File: config.mk
export PLATFORM = sky130hd
export DESIGN_NAME = axi_lite_line_xfer_ctrl
export DESIGN_NICKNAME = d
export VERILOG_FILES = /design/src/rtl/axi_lite_line_xfer_ctrl.sv
export SDC_FILE = /design/constraint.sdc
export NUM_CORES = 1
export LEC_CHECK = 0
export ABC_AREA = 1
export BUFFER_PORTS_ARGS = -buffer_cell sky130_fd_sc_hd__buf_2
export CORE_ASPECT_RATIO = 1.2
export CORE_MARGIN = 3
export CORE_UTILIZATION = 49
export DETAILED_ROUTE_END_ITERATION = 6
export PLACE_DENSITY = 0.83
export SLEW_MARGIN = 10
export SYNTH_ARGS = -nofsm -noshare
export SYNTH_HDL_FRONTEND = slang
export SYNTH_SLANG_ARGS = --single-unit
File: constraint.sdc
create_clock -name clk -period 4.6 [get_ports clk]
set_input_delay 0.69 -clock clk [delete_from_list [all_inputs] [get_ports clk]]
set_output_delay 0.69 -clock clk [all_outputs]
set_load 0.02 [all_outputs]
File: src/rtl/axi_lite_line_xfer_ctrl.sv
// rtl/axi_lite_line_xfer_ctrl.sv - cache-line refill/writeback sequencer over AXI4-Lite
//
// Purpose:
//    Runs one cache line as BEATS single-beat AXI4-Lite transactions, either reads
//    (refill) or writes (writeback). The module owns the beat counter and all channel
//    handshakes, and keeps at most one transaction outstanding.
//
// Optional feature macro: AXI_ERR_ABORT_EN
//    When defined, the first error response ends the line early and goes to DONE.
//    When undefined, an error is only recorded in o_err and every beat still runs.
//
// Ports:
//    clk, arst                      clock (rising edge), asynchronous active-high reset
//    i_start_rd / i_start_wr        start refill / writeback (sampled in IDLE, write wins)
//    i_base_addr                    line base address, captured at start
//    i_wdata                        write data for beat o_beat_idx, supplied by requester
//    o_beat_idx                     current beat index
//    o_rdata, o_rdata_vld           read data of the last accepted R beat, 1-cycle strobe
//    o_busy, o_done, o_err          not-IDLE, end-of-line pulse, sticky error response
//    m_ar*, m_r*, m_aw*, m_w*, m_b* AXI4-Lite master channels
module axi_lite_line_xfer_ctrl #(
   parameter int ADDR_W = 32,
   parameter int DATA_W = 32,
   parameter int BEATS  = 16
) (
   input  logic                       clk,
   input  logic                       arst,
   input  logic                       i_start_rd,
   input  logic                       i_start_wr,
   input  logic [ADDR_W-1:0]          i_base_addr,
   input  logic [DATA_W-1:0]          i_wdata,
   output logic [$clog2(BEATS)-1:0]   o_beat_idx,
   output logic [DATA_W-1:0]          o_rdata,
   output logic                       o_rdata_vld,
   output logic                       o_busy,
   output logic                       o_done,
   output logic                       o_err,
   output logic [ADDR_W-1:0]          m_araddr,
   output logic                       m_arvalid,
   input  logic                       m_arready,
   input  logic [DATA_W-1:0]          m_rdata,
   input  logic [1:0]                 m_rresp,
   input  logic                       m_rvalid,
   output logic                       m_rready,
   output logic [ADDR_W-1:0]          m_awaddr,
   output logic                       m_awvalid,
   input  logic                       m_awready,
   output logic [DATA_W-1:0]          m_wdata,
   output logic [DATA_W/8-1:0]        m_wstrb,
   output logic                       m_wvalid,
   input  logic                       m_wready,
   input  logic [1:0]                 m_bresp,
   input  logic                       m_bvalid,
   output logic                       m_bready
);

   localparam int CNT_W  = $clog2(BEATS);
   localparam int STRB_W = DATA_W / 8;
   localparam logic [CNT_W-1:0] LAST_IDX = CNT_W'(BEATS - 1);

`ifdef AXI_ERR_ABORT_EN
   localparam logic ABORT_EN = 1'b1;
`else
   localparam logic ABORT_EN = 1'b0;
`endif

   typedef enum logic [2:0] {
      IDLE,
      RD_AR,
      RD_R,
      WR_AWW,
      WR_B,
      DONE
   } state_t;

   state_t              state, state_nxt;
   logic [CNT_W-1:0]    cnt, cnt_nxt;
   logic [ADDR_W-1:0]   base, base_nxt;
   logic                aw_ok, aw_ok_nxt;
   logic                w_ok, w_ok_nxt;
   logic                err, err_nxt;
   logic [DATA_W-1:0]   rdata_q, rdata_nxt;
   logic                rvld_q, rvld_nxt;
   logic [ADDR_W-1:0]   beat_addr;
   logic                aw_done, w_done;
   logic                resp_err, line_end;

   // Address arithmetic is ADDR_W wide so a line crossing the top of the map wraps.
   assign beat_addr = base + (ADDR_W'(cnt) * ADDR_W'(STRB_W));

   assign m_araddr    = beat_addr;
   assign m_awaddr    = beat_addr;
   assign m_wdata     = i_wdata;
   assign m_wstrb     = '1;
   assign o_beat_idx  = cnt;
   assign o_rdata     = rdata_q;
   assign o_rdata_vld = rvld_q;
   assign o_err       = err;

   always_ff @(posedge clk or posedge arst) begin
      if (arst) begin
         state   <= IDLE;
         cnt     <= '0;
         base    <= '0;
         aw_ok   <= 1'b0;
         w_ok    <= 1'b0;
         err     <= 1'b0;
         rdata_q <= '0;
         rvld_q  <= 1'b0;
      end else begin
         state   <= state_nxt;
         cnt     <= cnt_nxt;
         base    <= base_nxt;
         aw_ok   <= aw_ok_nxt;
         w_ok    <= w_ok_nxt;
         err     <= err_nxt;
         rdata_q <= rdata_nxt;
         rvld_q  <= rvld_nxt;
      end
   end

   always_comb begin
      state_nxt = state;
      cnt_nxt   = cnt;
      base_nxt  = base;
      aw_ok_nxt = aw_ok;
      w_ok_nxt  = w_ok;
      err_nxt   = err;
      rdata_nxt = rdata_q;
      rvld_nxt  = 1'b0;
      m_arvalid = 1'b0;
      m_rready  = 1'b0;
      m_awvalid = 1'b0;
      m_wvalid  = 1'b0;
      m_bready  = 1'b0;
      o_busy    = (state != IDLE);
      o_done    = 1'b0;
      aw_done   = 1'b0;
      w_done    = 1'b0;
      resp_err  = 1'b0;
      line_end  = 1'b0;

      case (state)
         IDLE: begin
            // Writeback wins so a dirty victim leaves before the refill overwrites it.
            if (i_start_wr || i_start_rd) begin
               base_nxt  = i_base_addr;
               cnt_nxt   = '0;
               err_nxt   = 1'b0;
               aw_ok_nxt = 1'b0;
               w_ok_nxt  = 1'b0;
               state_nxt = i_start_wr ? WR_AWW : RD_AR;
            end
         end

         RD_AR: begin
            m_arvalid = 1'b1;
            if (m_arready) begin
               state_nxt = RD_R;
            end
         end

         RD_R: begin
            m_rready = 1'b1;
            if (m_rvalid) begin
               rdata_nxt = m_rdata;
               rvld_nxt  = 1'b1;
               resp_err  = (m_rresp != 2'b00);
               if (resp_err) begin
                  err_nxt = 1'b1;
               end
               line_end = (cnt == LAST_IDX) || (ABORT_EN && resp_err);
               if (line_end) begin
                  state_nxt = DONE;
               end else begin
                  cnt_nxt   = cnt + CNT_W'(1);
                  state_nxt = RD_AR;
               end
            end
         end

         WR_AWW: begin
            // AW and W complete independently; a flag remembers each finished half so
            // its valid drops while the other channel is still waiting.
            m_awvalid = !aw_ok;
            m_wvalid  = !w_ok;
            aw_done   = aw_ok || m_awready;
            w_done    = w_ok || m_wready;
            aw_ok_nxt = aw_done;
            w_ok_nxt  = w_done;
            if (aw_done && w_done) begin
               aw_ok_nxt = 1'b0;
               w_ok_nxt  = 1'b0;
               state_nxt = WR_B;
            end
         end

         WR_B: begin
            m_bready = 1'b1;
            if (m_bvalid) begin
               resp_err = (m_bresp != 2'b00);
               if (resp_err) begin
                  err_nxt = 1'b1;
               end
               line_end = (cnt == LAST_IDX) || (ABORT_EN && resp_err);
               if (line_end) begin
                  state_nxt = DONE;
               end else begin
                  cnt_nxt   = cnt + CNT_W'(1);
                  state_nxt = WR_AWW;
               end
            end
         end

         DONE: begin
            o_done    = 1'b1;
            cnt_nxt   = '0;
            state_nxt = IDLE;
         end

         default: begin
            state_nxt = IDLE;
         end
      endcase
   end

endmodule
==> metrics list <==
- The run finished with clean final reports.
- Share of the clock period used by the worst path after layout: 0.7114
- Post-CTS Setup Bufs: 0
* Overall overflow remaining after global route: 0
* Synth Flop Type: sky130_fd_sc_hd__dfrtp_1
- Starting DRC count in detailed routing: 180
* Number of violations of the max-capacitance limit: 0
- CTS resizes: 0
- STA classifies the critical path endpoint as an output port.
- The path class of the tightest hold or removal check is primary input to async pin.
- The finished cells cover ~5400 um^2.
- Sum Neg Setup Slack: 0 ns
- Summed over all nets, the half-perimeter wirelength after detailed placement is about 9300 um.
- Mean area per synthesized cell: between 7 and 8 um^2
* Multiplexer share of the synthesized area: 0
- Area of the mapped netlist: ~4700 um^2
- Placeable Area: about 9000 um^2
* Worst skew pair latency: ~0.35 ns
- After clock tree synthesis, the flow added hold-fix buffers numbering 0.
- Nets: around 890
- Setup repair after global routing left no endpoint under its margin.
- After detailed routing, the number of remaining DRC violations is 0.
* Clk Tree Root Cell: sky130_fd_sc_hd__clkbuf_8
* Combinational family with the most area after synthesis: simple AND/OR/NAND/NOR gates
- For this run, the total global-route usage over all layers was measured as 0.2224.
* PortBufs: between 150 and 200
* Final count of hold timing violations: 0
- Vias per cell: 4.767
- Arrival time at the worst endpoint: around 2.6 ns
* Synth warn: 0
* Number of flops mapped to enable cells by yosys: 0
- PD cells: just over 700 nW/um^2
- roughly 250 I/O pins were placed.
- Final standard cell count with taps included and fillers excluded: ~900
- Horizontal extent of the die: roughly 96 um
* Antenna violation net count after detailed routing: 0
- Number of antenna violations at the first check in global routing: 2
- Setup violations remaining at the end of the flow were counted as 0.
- Max Fanout on Critical Path: 6
- Clock slew at the register clock pins of the worst setup and hold paths: roughly 0.09 ns
* Share of synthesized cell area in and, or, nand and nor gates: 0.3164
- Fraction of final layout cells sized beyond drive strength 1: 0.3080
* Crit Path Category: register to output port
* Number of flip-flops and latches in the synthesized netlist: 75
- Worst Max-Slew Pin Slew: 0.7800 ns
* TritonRoute pass-1 iters: 4
- The area growth from synthesis to layout is 13.66%.
* Weighted congestion reported at the end of routability-driven placement: about 0.9
* Effective utilization at floorplan: 0.5145
- The routed design has 11680 um of wire.
- In this run the number of H-tree levels came out at 3.
- IR analysis of the VDD net gives a maximum drop of around 490 uV.
* Part of the Yosys area used for sequential elements: 0.3955
* First-pass GRT wire length: 18840 um
- Synthesized-area fraction occupied by xor and xnor cells: 0.02399
* Most frequent cells in the layout: 244 x sky130_fd_sc_hd__nand2_1, 185 x sky130_fd_sc_hd__buf_2, 75 x sky130_fd_sc_hd__dfrtp_1, 72 x sky130_fd_sc_hd__nor2_1, 58 x sky130_fd_sc_hd__inv_1
- Fin util: 0.5848
- Worst Clk Skew: approximately 0.0078 ns
* Number of clock buffers inserted by TritonCTS: 9
- In the final routed layout, each cell accounts on average for 13.02 um.
- Commonest non-fill, non-tap cell in the layout: sky130_fd_sc_hd__nand2_1
* Vias after detailed routing: 4276
- Counting along the longest clock path gives a buffer depth of 2.
* Nature of the critical path startpoint: register
- Maximum clock rate: approximately 0.31 GHz
* Count of cell types in the netlist: 32
- CTS tree: built
- Number of rows in the core area: 38
- The max-slew violation count came to 0.
- Sinks on the clock net: 75
- Of the total synthesized cell area, the portion taken by full adders, half adders and majority gates is 0.01740.
- Headroom to the max-slew limit came out at 0.4793.
- Inst Count DP: approximately 900
* Die area: roughly 11000 um^2
- In this run the vertical extent of the chip is 113.8 um.
- Synthesis produced 656 cells.
* Post-place instance area: 5207 um^2
* Min cycle time layout: approximately 3.3 ns
* Area fraction in compound gates after synthesis: 0.05853
* Async set-or-reset flop fraction in the synthesized netlist: 1.000
- Leak pwr: about 3.2 nW
- Required time of the worst setup path: between 3 and 4 ns
- Entering global routing, the biggest net connects 41 pins.
- Vias in the first global route: around 4100
-- area by class of cell --
cell class	count	area (um^2)
well taps	120	150.1
diodes	1	2.502
inverters	64	241.5
fillers	888	3830
multi-input cells	434	1998
flip-flops and latches	75	1877
clock inverters	7	60.06
repair buffers	187	940.9
clock buffers	9	123.9
-- synthesized netlist by cell type (2+ instances only) --
| master | n | area share |
|---|---|---|
| sky130_fd_sc_hd__nor2_1 | 72 | 0.057 |
| sky130_fd_sc_hd__xnor2_1 | 3 | 0.0055 |
| sky130_fd_sc_hd__buf_2 | 8 | 0.0084 |
| sky130_fd_sc_hd__buf_4 | 70 | 0.11 |
| sky130_fd_sc_hd__nand3b_1 | 4 | 0.0063 |
| sky130_fd_sc_hd__xor2_1 | 10 | 0.018 |
| sky130_fd_sc_hd__nand3_1 | 33 | 0.035 |
| sky130_fd_sc_hd__dfrtp_1 | 75 | 0.40 |
| sky130_fd_sc_hd__inv_2 | 4 | 0.0032 |
| sky130_fd_sc_hd__o21ai_1 | 4 | 0.0042 |
| sky130_fd_sc_hd__o21ai_0 | 12 | 0.013 |
| sky130_fd_sc_hd__inv_1 | 59 | 0.047 |
| sky130_fd_sc_hd__ha_1 | 5 | 0.013 |
| sky130_fd_sc_hd__nand4_1 | 3 | 0.0040 |
| sky130_fd_sc_hd__nor2_2 | 4 | 0.0053 |
| sky130_fd_sc_hd__nand2_1 | 244 | 0.19 |
| sky130_fd_sc_hd__a21oi_1 | 5 | 0.0053 |
| sky130_fd_sc_hd__and2_1 | 2 | 0.0026 |
| sky130_fd_sc_hd__buf_6 | 7 | 0.017 |
| sky130_fd_sc_hd__a21oi_2 | 16 | 0.030 |
| sky130_fd_sc_hd__nand2_2 | 5 | 0.0066 |
-- path summary, 6_finish.rpt --
path | start | depth (start not counted) | slack, ns | to
setup / recovery | o_beat_idx[0] | 11 | 1.33 | m_araddr[20]
max in group asynchronous | arst | 3 | 3.14 | base[21]
hold reg to reg | o_err | 2 | 0.47 | o_err
min in group clk | o_err | 2 | 0.47 | o_err
setup reg to reg | state[2] | 7 | 2.49 | o_rdata[19]
hold / removal | arst | 2 | 0.46 | o_rdata[10]
-- kinds of logic (layout without fill, tap and decap cells) --
kind of cell               Yosys count  in the layout
and+or+nand+nor                    371            371
buffers and inverters              150            267
DFF                                 75             75
AOI/OAI and AO/OA                   40             40
xor gates and xnor gates            13             13
adders and majority gates            6              6
other                                1              5
-- critical path, cell delays in order, from the launching register on --
cell and delay [ns]:
sky130_fd_sc_hd__dfrtp_1 0.44, sky130_fd_sc_hd__ha_1 0.23, sky130_fd_sc_hd__inv_1 0.07, sky130_fd_sc_hd__fa_1 0.39, sky130_fd_sc_hd__nand3b_1 0.17, sky130_fd_sc_hd__nand2_1 0.15
sky130_fd_sc_hd__nand2_1 0.17, sky130_fd_sc_hd__nor2_2 0.22, sky130_fd_sc_hd__nand2_1 0.09, sky130_fd_sc_hd__nand2_1 0.07, sky130_fd_sc_hd__nand2_1 0.07, sky130_fd_sc_hd__buf_2 0.16
-- per-layer routing --
| layer | track usage | up-vias | part of all wire | wire, um |
|---|---|---|---|---|
| met5 | 0 | - | 0.00069 | 8 |
| met1 | 0.2597 | 1865 | 0.40 | 4641 |
| li1 | - | 2162 | - | - |
| met2 | 0.3673 | 211 | 0.47 | 5545 |
| met4 | 0.1072 | 2 | 0.031 | 362 |
| met3 | 0.06860 | 36 | 0.096 | 1119 |
-- sequential cells by signal, indices dropped and copies added, names as in the netlist --
| register | flops |
|---|---|
| base | 32 |
| o_rdata | 32 |
| o_beat_idx | 4 |
| state | 3 |
| aw_ok | 1 |
| o_err | 1 |
| o_rdata_vld | 1 |
| w_ok | 1 |
-- power breakdown --
part / switching (mW) / internal, mW / total, mW
Combinational: 1.51 / 0.701 / 2.21
Clock: 0.272 / 0.204 / 0.476
Sequential: 0.267 / 0.955 / 1.22
Total: 2.05 / 1.86 / 3.91
-- through the flow --
step	worst slack (ns)	power [mW]	hold WS (ns)
detailed placement	1.709	3.456	0.4584
global placement	1.787	3.411	0.4528
CTS	1.305	3.942	0.4785
floorplan	1.547	3.020	0.4570
finish	1.327	3.907	0.4567
global route	1.159	4.246	0.4933
No activity file was read; power rests on OpenSTA's default activity.
